==> config.mk <==
export PLATFORM = sky130hd
export DESIGN_NAME = sd_spi_data_rx_flat
export DESIGN_NICKNAME = d
export VERILOG_FILES = /design/src/rtl/sd_spi_data_rx_if.sv /design/src/rtl/sd_spi_data_rx.sv /design/src/flat_wrapper.sv
export SDC_FILE = /design/constraint.sdc
export NUM_CORES = 1
export LEC_CHECK = 0
export CORE_MARGIN = 5
export CORE_UTILIZATION = 50
export DETAILED_ROUTE_END_ITERATION = 10
export PLACE_DENSITY_LB_ADDON = 0.12
export SLEW_MARGIN = 20
export SYNTH_ARGS = -nofsm -noshare
export SYNTH_HDL_FRONTEND = slang
export SYNTH_SLANG_ARGS = --single-unit
==> constraint.sdc <==
create_clock -name clk -period 3.15 [get_ports clk]
set_input_delay 0.4725 -clock clk [delete_from_list [all_inputs] [get_ports clk]]
set_output_delay 0.4725 -clock clk [all_outputs]
set_load 0.05 [all_outputs]
==> src/rtl/sd_spi_data_rx_if.sv <==
// Byte-stream and status bundle between the SD SPI controller/sink and the data-block receiver.
// The slave modport is the receiver side.
interface sd_spi_data_rx_if #(
    parameter int IDX_W = 9
) ();
    logic             start;
    logic             sclk_rise;
    logic             miso;
    logic [7:0]       byte_data;
    logic             byte_valid;
    logic [IDX_W-1:0] byte_index;
    logic             busy;
    logic             done;
    logic             crc_ok;
    logic             timeout;
    logic             token_err;
    logic [3:0]       err_flags;

    modport master (
        output start, sclk_rise, miso,
        input  byte_data, byte_valid, byte_index, busy, done,
        input  crc_ok, timeout, token_err, err_flags
    );

    modport slave (
        input  start, sclk_rise, miso,
        output byte_data, byte_valid, byte_index, busy, done,
        output crc_ok, timeout, token_err, err_flags
    );
endinterface

==> src/rtl/sd_spi_data_rx.sv <==
// SPI-mode SD single data block receiver: start-token hunt, byte delivery and CRC16 check.
// Every bit-level step is gated by the sclk_rise strobe from the SD command controller.
module sd_spi_data_rx #(
    parameter int BLOCK_BYTES   = 512,
    parameter int TIMEOUT_BYTES = 1024,
    parameter int IDX_W         = (BLOCK_BYTES > 1) ? $clog2(BLOCK_BYTES) : 1
) (
    input  logic           clk,
    input  logic           rst,
    sd_spi_data_rx_if.slave bus
);
    localparam int SLOT_W = $clog2(TIMEOUT_BYTES + 1);
    localparam logic [IDX_W-1:0]  LAST_IDX   = IDX_W'(BLOCK_BYTES - 1);
    localparam logic [SLOT_W-1:0] SLOT_LIMIT = SLOT_W'(TIMEOUT_BYTES);
    localparam logic [SLOT_W-1:0] SLOT_LAST  = SLOT_W'(TIMEOUT_BYTES - 1);

    typedef enum logic [2:0] {
        S_IDLE, S_HUNT, S_DATA, S_CRC, S_CHECK, S_FINISH
    } state_t;

    state_t            state_q, state_d;
    logic [3:0]        bit_cnt_q, bit_cnt_d;
    logic [7:0]        shift_q, shift_d;
    logic [IDX_W-1:0]  byte_cnt_q, byte_cnt_d;
    logic [SLOT_W-1:0] slot_cnt_q, slot_cnt_d;
    logic [15:0]       crc_q, crc_d;
    logic [15:0]       rx_crc_q, rx_crc_d;
    logic [7:0]        byte_data_q, byte_data_d;
    logic              byte_valid_q, byte_valid_d;
    logic [IDX_W-1:0]  byte_index_q, byte_index_d;
    logic              busy_q, busy_d;
    logic              done_q, done_d;
    logic              crc_ok_q, crc_ok_d;
    logic              timeout_q, timeout_d;
    logic              token_err_q, token_err_d;
    logic [3:0]        err_flags_q, err_flags_d;
    logic [7:0]        slot_s;

    // One serial step of CRC16-CCITT (0x1021), MSB first.
    function automatic logic [15:0] crc16_bit(input logic [15:0] crc, input logic din);
        logic fb;
        fb = crc[15] ^ din;
        return fb ? ({crc[14:0], 1'b0} ^ 16'h1021) : {crc[14:0], 1'b0};
    endfunction

    assign slot_s = {shift_q[6:0], bus.miso};

    // Next-state and output decode.
    always_comb begin
        state_d      = state_q;
        bit_cnt_d    = bit_cnt_q;
        shift_d      = shift_q;
        byte_cnt_d   = byte_cnt_q;
        slot_cnt_d   = slot_cnt_q;
        crc_d        = crc_q;
        rx_crc_d     = rx_crc_q;
        byte_data_d  = byte_data_q;
        byte_valid_d = 1'b0;
        byte_index_d = byte_index_q;
        busy_d       = busy_q;
        done_d       = 1'b0;
        crc_ok_d     = crc_ok_q;
        timeout_d    = timeout_q;
        token_err_d  = token_err_q;
        err_flags_d  = err_flags_q;

        case (state_q)
            S_IDLE: begin
                // A strobe coincident with start is deliberately not sampled.
                if (bus.start) begin
                    state_d     = S_HUNT;
                    busy_d      = 1'b1;
                    bit_cnt_d   = 4'd0;
                    shift_d     = 8'h00;
                    byte_cnt_d  = '0;
                    slot_cnt_d  = '0;
                    crc_d       = 16'h0000;
                    rx_crc_d    = 16'h0000;
                    crc_ok_d    = 1'b0;
                    timeout_d   = 1'b0;
                    token_err_d = 1'b0;
                    err_flags_d = 4'h0;
                end else begin
                    state_d = S_IDLE;
                end
            end
            S_HUNT: begin
                if (bus.sclk_rise) begin
                    shift_d = slot_s;
                    if (bit_cnt_q[2:0] == 3'd7) begin
                        bit_cnt_d = 4'd0;
                        if (slot_s == 8'hFE) begin
                            state_d = S_DATA;
                        end else if (slot_s[7:4] == 4'b0000) begin
                            token_err_d = 1'b1;
                            err_flags_d = slot_s[3:0];
                            state_d     = S_FINISH;
                        end else if (slot_cnt_q == SLOT_LAST) begin
                            slot_cnt_d = SLOT_LIMIT;
                            timeout_d  = 1'b1;
                            state_d    = S_FINISH;
                        end else begin
                            slot_cnt_d = slot_cnt_q + SLOT_W'(1);
                        end
                    end else begin
                        bit_cnt_d = bit_cnt_q + 4'd1;
                    end
                end else begin
                    state_d = S_HUNT;
                end
            end
            S_DATA: begin
                if (bus.sclk_rise) begin
                    shift_d = slot_s;
                    crc_d   = crc16_bit(crc_q, bus.miso);
                    if (bit_cnt_q[2:0] == 3'd7) begin
                        bit_cnt_d    = 4'd0;
                        byte_valid_d = 1'b1;
                        byte_data_d  = slot_s;
                        byte_index_d = byte_cnt_q;
                        if (byte_cnt_q == LAST_IDX) begin
                            state_d = S_CRC;
                        end else begin
                            byte_cnt_d = byte_cnt_q + IDX_W'(1);
                        end
                    end else begin
                        bit_cnt_d = bit_cnt_q + 4'd1;
                    end
                end else begin
                    state_d = S_DATA;
                end
            end
            S_CRC: begin
                // crc_q is no longer updated here, so it holds the computed value.
                if (bus.sclk_rise) begin
                    rx_crc_d = {rx_crc_q[14:0], bus.miso};
                    if (bit_cnt_q == 4'd15) begin
                        bit_cnt_d = 4'd0;
                        state_d   = S_CHECK;
                    end else begin
                        bit_cnt_d = bit_cnt_q + 4'd1;
                    end
                end else begin
                    state_d = S_CRC;
                end
            end
            S_CHECK: begin
                crc_ok_d = (rx_crc_q == crc_q);
                state_d  = S_FINISH;
            end
            S_FINISH: begin
                busy_d  = 1'b0;
                state_d = S_IDLE;
            end
            default: begin
                state_d = S_IDLE;
            end
        endcase

        done_d = (state_d == S_FINISH);
    end

    // State and registered outputs.
    always_ff @(posedge clk or posedge rst) begin
        if (rst) begin
            state_q      <= S_IDLE;
            bit_cnt_q    <= 4'd0;
            shift_q      <= 8'h00;
            byte_cnt_q   <= '0;
            slot_cnt_q   <= '0;
            crc_q        <= 16'h0000;
            rx_crc_q     <= 16'h0000;
            byte_data_q  <= 8'h00;
            byte_valid_q <= 1'b0;
            byte_index_q <= '0;
            busy_q       <= 1'b0;
            done_q       <= 1'b0;
            crc_ok_q     <= 1'b0;
            timeout_q    <= 1'b0;
            token_err_q  <= 1'b0;
            err_flags_q  <= 4'h0;
        end else begin
            state_q      <= state_d;
            bit_cnt_q    <= bit_cnt_d;
            shift_q      <= shift_d;
            byte_cnt_q   <= byte_cnt_d;
            slot_cnt_q   <= slot_cnt_d;
            crc_q        <= crc_d;
            rx_crc_q     <= rx_crc_d;
            byte_data_q  <= byte_data_d;
            byte_valid_q <= byte_valid_d;
            byte_index_q <= byte_index_d;
            busy_q       <= busy_d;
            done_q       <= done_d;
            crc_ok_q     <= crc_ok_d;
            timeout_q    <= timeout_d;
            token_err_q  <= token_err_d;
            err_flags_q  <= err_flags_d;
        end
    end

    assign bus.byte_data  = byte_data_q;
    assign bus.byte_valid = byte_valid_q;
    assign bus.byte_index = byte_index_q;
    assign bus.busy       = busy_q;
    assign bus.done       = done_q;
    assign bus.crc_ok     = crc_ok_q;
    assign bus.timeout    = timeout_q;
    assign bus.token_err  = token_err_q;
    assign bus.err_flags  = err_flags_q;
endmodule

==> src/flat_wrapper.sv <==
// flat-port wrapper written by rule: the top's interface ports become plain ports
module sd_spi_data_rx_flat 
#(
    parameter int BLOCK_BYTES   = 512,
    parameter int TIMEOUT_BYTES = 1024,
    parameter int IDX_W         = (BLOCK_BYTES > 1) ? $clog2(BLOCK_BYTES) : 1
)
  (clk, rst, bus_start, bus_sclk_rise, bus_miso, bus_byte_data, bus_byte_valid, bus_byte_index, bus_busy, bus_done, bus_crc_ok, bus_timeout, bus_token_err, bus_err_flags);
  sd_spi_data_rx_if #(.IDX_W(IDX_W)) bus_i ();
  input  logic clk;
  input  logic rst;
  input wire logic [$bits(bus_i.start)-1:0] bus_start;
  input wire logic [$bits(bus_i.sclk_rise)-1:0] bus_sclk_rise;
  input wire logic [$bits(bus_i.miso)-1:0] bus_miso;
  output wire logic [$bits(bus_i.byte_data)-1:0] bus_byte_data;
  output wire logic [$bits(bus_i.byte_valid)-1:0] bus_byte_valid;
  output wire logic [$bits(bus_i.byte_index)-1:0] bus_byte_index;
  output wire logic [$bits(bus_i.busy)-1:0] bus_busy;
  output wire logic [$bits(bus_i.done)-1:0] bus_done;
  output wire logic [$bits(bus_i.crc_ok)-1:0] bus_crc_ok;
  output wire logic [$bits(bus_i.timeout)-1:0] bus_timeout;
  output wire logic [$bits(bus_i.token_err)-1:0] bus_token_err;
  output wire logic [$bits(bus_i.err_flags)-1:0] bus_err_flags;
  assign bus_i.start = bus_start;
  assign bus_i.sclk_rise = bus_sclk_rise;
  assign bus_i.miso = bus_miso;
  assign bus_byte_data = bus_i.byte_data;
  assign bus_byte_valid = bus_i.byte_valid;
  assign bus_byte_index = bus_i.byte_index;
  assign bus_busy = bus_i.busy;
  assign bus_done = bus_i.done;
  assign bus_crc_ok = bus_i.crc_ok;
  assign bus_timeout = bus_i.timeout;
  assign bus_token_err = bus_i.token_err;
  assign bus_err_flags = bus_i.err_flags;
  sd_spi_data_rx #(.BLOCK_BYTES(BLOCK_BYTES), .TIMEOUT_BYTES(TIMEOUT_BYTES), .IDX_W(IDX_W)) u_core (.clk(clk), .rst(rst), .bus(bus_i));
endmodule
==> impl_results.md <==
* WS Path Type: reg -> reg
* Switching share of total power at 0.365
* Synth cell count leaders: 93 x dfrtp_1, 37 x o21ai_0, 35 x nand2_1, 29 x inv_1, 25 x a22o_1
* Yosys warns at 0
* Die Y at approximately 110 um
* Max Clk Rate at about 440 MHz
* WP data required at 3.44 ns
* Post-synth EDFFs at 0
* PnR Total Power at ~0.0037 W
* Max Slew Vio Count at 0
* Antenna diode count at 0
* GRT Residual Overflow at 0
* Die ar. at between 10000 and 15000 sq um
* CTS Buf Count at 9
* Gate power share at 0.307
* Worst IR Drop VDD at ~0.36 mV
* Final Cycle Share at 0.725
* Clock sink total at 93
* Top cell by count, worst path: buf_4
* Placed cell count at 560
* Layout cells sized above 1 at 0.107
* Worst Tran Pin Value at between 1 and 1.5 ns
* CTS tree: built
* Syn nets at between 400 and 500
* Buf/Inv on CP at 2
* RD Place Congestion at slightly below 0.8
* Chip width at around 110 um
* CP Max Fanout at 17
* Most frequent cell after synthesis: dfrtp_1
* Area Growth Syn to Fin at 14.3%
* Drt pass-1 iters at 4
* WHS Endpoint: u_core.bus.byte_data[3]$_DFFE_PP0P_
* Number of buffers added on ports at 31
* Ranking of synthesized cells by area: dfrtp_1 51%, a22o_1 4.8%, o21ai_0 4.1%
* Hpwl dp at ~6300 um
* Library cells used by synthesis at 56
* Wirelength, routed at a little over 9000 um
* Worst-case reg-to-reg path depth at 5
* Crit. End Element: register
* Min cycle time layout at roughly 2.3 ns
* Max-cap viol count at 0
* Worst Path Arrival at 2.57 ns
* Vias per cell at 5.85
* Total Routing Usage GR at 0.174
* Leak pwr at between 2 and 2.5 nW
* Worst hold path depth at 2
* Crit start category: register
* Clock Tree Root: clkbuf_8
* Global-route wire length before repair at about 16000 um
* Largest delay contributor family on the critical path: simple AND/OR/NAND/NOR gates
* IO Pins at 32
* Slowest cell on crit path: nor2_1
* Status: finished, final reports clean
* Level count of the clock H-tree at 3
* Mean Syn Cell Area at between 10 and 15 sq um
* Avg WL per Cell at between 15 and 20 um
* Sum Neg Setup Slack at 0 ns
* DR iter-0 viols at 117
* Crit path cell chain: buf_4, nor4bb_2, buf_4, nor2_1, a22o_1
* Power share of the sequential group at 0.466
* Cell Rows at 34
* Total number of vias at around 3400
* Largest area contributor in the netlist: dfrtp_1
* FF+latch count, synth at 93
* Layout Cells excl Fill at roughly 570
* Nets@finish at between 400 and 500
* Largest net degree at the start of global routing at 50
* # setup viols final at 0
* R2R setup slack at between 0.8 and 0.9 ns
* Core ar. at about 8800 sq um
* Cts hold-fix bufs at 0
* Top FF cell, synth: dfrtp_1
* Antenna Nets Post-Route at 0
* Clock tree buffer depth at 2
* Worst-Skew Late Latency at approximately 0.36 ns
* Vias in the first global route at approximately 3300
* Delay of the slowest critical-path stage at a little under 0.8 ns
* Setup Fix Bufs, Post-CTS at 0
* R2R Path Start: u_core.state_q[1]$_DFF_PP0_
* Worst hold path class: reg -> reg
* Int Power at 0.00236 W
* NetSw at approximately 0.0014 W
* Initial Utilization at 0.516
* Final Hold Slack at 0.485 ns
* Hold path startpoint: u_core.bus.byte_data[3]$_DFFE_PP0P_
* Post-synth top area share at 0.512
* Worst r2r dst: u_core.crc_q[3]$_DFFE_PP0P_
* Clk pin slew, worst setup/hold paths at about 0.090 ns
* Unrepaired setup endpoints after global routing: no
* Post-Syn Area at between 4000 and 5000 sq um
* Final core occ at 0.590
* Clk pwr share at 0.227
* Hold Violations, Final at 0
* Max-slew headroom at 0.309
* Pwr per Cell Area at a little over 700 nW/um^2
* Layout Skew at roughly 0.013 ns
* Register area share after synthesis at 0.512
* Mapped Cells at 430
* Post-synthesis async set-or-reset flop share at 1.00
* CTS-repair resized insts at 0
* # DRC at 0
* Initial antenna violation count at 0
==> area by class of cell <==
| type | instances | area (sq um) |
|---|---|---|
| multi-input combinational | 288 | 2020 |
| tap | 108 | 135 |
| inverter | 29 | 110 |
| fill | 786 | 3610 |
| clock buffer | 10 | 128 |
| timing repair buffer | 42 | 405 |
| sequential | 93 | 2330 |
| clock inverter | 4 | 75.1 |
==> power by group through the flow <==
stage | logic (W) | registers, W | clock network [W]
after global routing | 0.00128 | 0.00179 | 0.000911
after CTS | 0.00115 | 0.00174 | 0.000860
after global placement | 0.00112 | 0.00175 | 0
after detailed placement | 0.00114 | 0.00176 | 0
after floorplan | 0.000782 | 0.00179 | 0
final | 0.00114 | 0.00173 | 0.000843
==> tightest hold or removal path, delay by kind of cell, from the launching register on <==
kind             cells  cell delay, ns
flip-flops           1            0.35
AND/OR/NAND/NOR      1            0.04
AO/OA/AOI/OAI        1            0.06
==> layout by cell type (no fill, tap or decap), types with 10 or more instances in the layout <==
cell type        count
a21oi_1             11
a22o_1              25
buf_4               10
clkdlybuf4s50_1     31
dfrtp_1             93
inv_1               28
mux2_2              16
nand2_1             35
nand3_1             24
nor2_1              11
nor3_1              11
o21ai_0             37
xnor2_1             15
==> worst max path at each step <==
stage	startpoint	endpoint	slack, ns	cells after the start
after floorplan	rst	u_core.bit_cnt_q[0]$_DFFE_PP0P_	0.26	1
final	u_core.state_q[1]$_DFF_PP0_	u_core.crc_q[3]$_DFFE_PP0P_	0.87	5
after global placement	bus_sclk_rise	u_core.byte_cnt_q[5]$_DFFE_PP0P_	0.67	5
after detailed placement	bus_sclk_rise	u_core.byte_cnt_q[7]$_DFFE_PP0P_	0.63	5
after CTS	u_core.state_q[1]$_DFF_PP0_	u_core.byte_cnt_q[7]$_DFFE_PP0P_	0.86	5
after global routing	u_core.state_q[1]$_DFF_PP0_	u_core.crc_q[0]$_DFFE_PP0P_	0.71	5
==> kinds of logic after synthesis <==
logic type | Yosys count | share of synthesized area
simple gates | 129 | 0.159
compound gates | 113 | 0.181
flops | 93 | 0.512
buf+inv | 49 | 0.0460
mux | 21 | 0.0506
xor+xnor | 20 | 0.0385
fa+ha+maj | 5 | 0.0138
==> sequential cells by signal (all words and copies together), names as in the netlist, 3 cells and up <==
| name | flops |
|---|---|
| u_core.bus.err_flags | 4 |
| u_core.rx_crc_q | 16 |
| u_core.slot_cnt_q | 11 |
| u_core.state_q | 3 |
| u_core.crc_q | 16 |
| u_core.bus.byte_index | 9 |
| u_core.shift_q | 7 |
| u_core.byte_cnt_q | 9 |
| u_core.bus.byte_data | 8 |
| u_core.bit_cnt_q | 4 |
==> stage by stage <==
| step | setup slack (ns) | instance area [sq um] |
|---|---|---|
| finish | 0.868 | 5200 |
| global route | 0.712 | 5200 |
| CTS | 0.865 | 5200 |
| detailed placement | 0.626 | 4990 |
| global placement | 0.668 | 4990 |
| floorplan | 0.257 | 4550 |
==> routing by layer <==
layer,share of wire,track usage
met1,0.51,0.260
met2,0.43,0.251
met3,0.037,0.0336
met4,0.022,0.0628
met5,0,0
(Power assumes the default switching activity.)
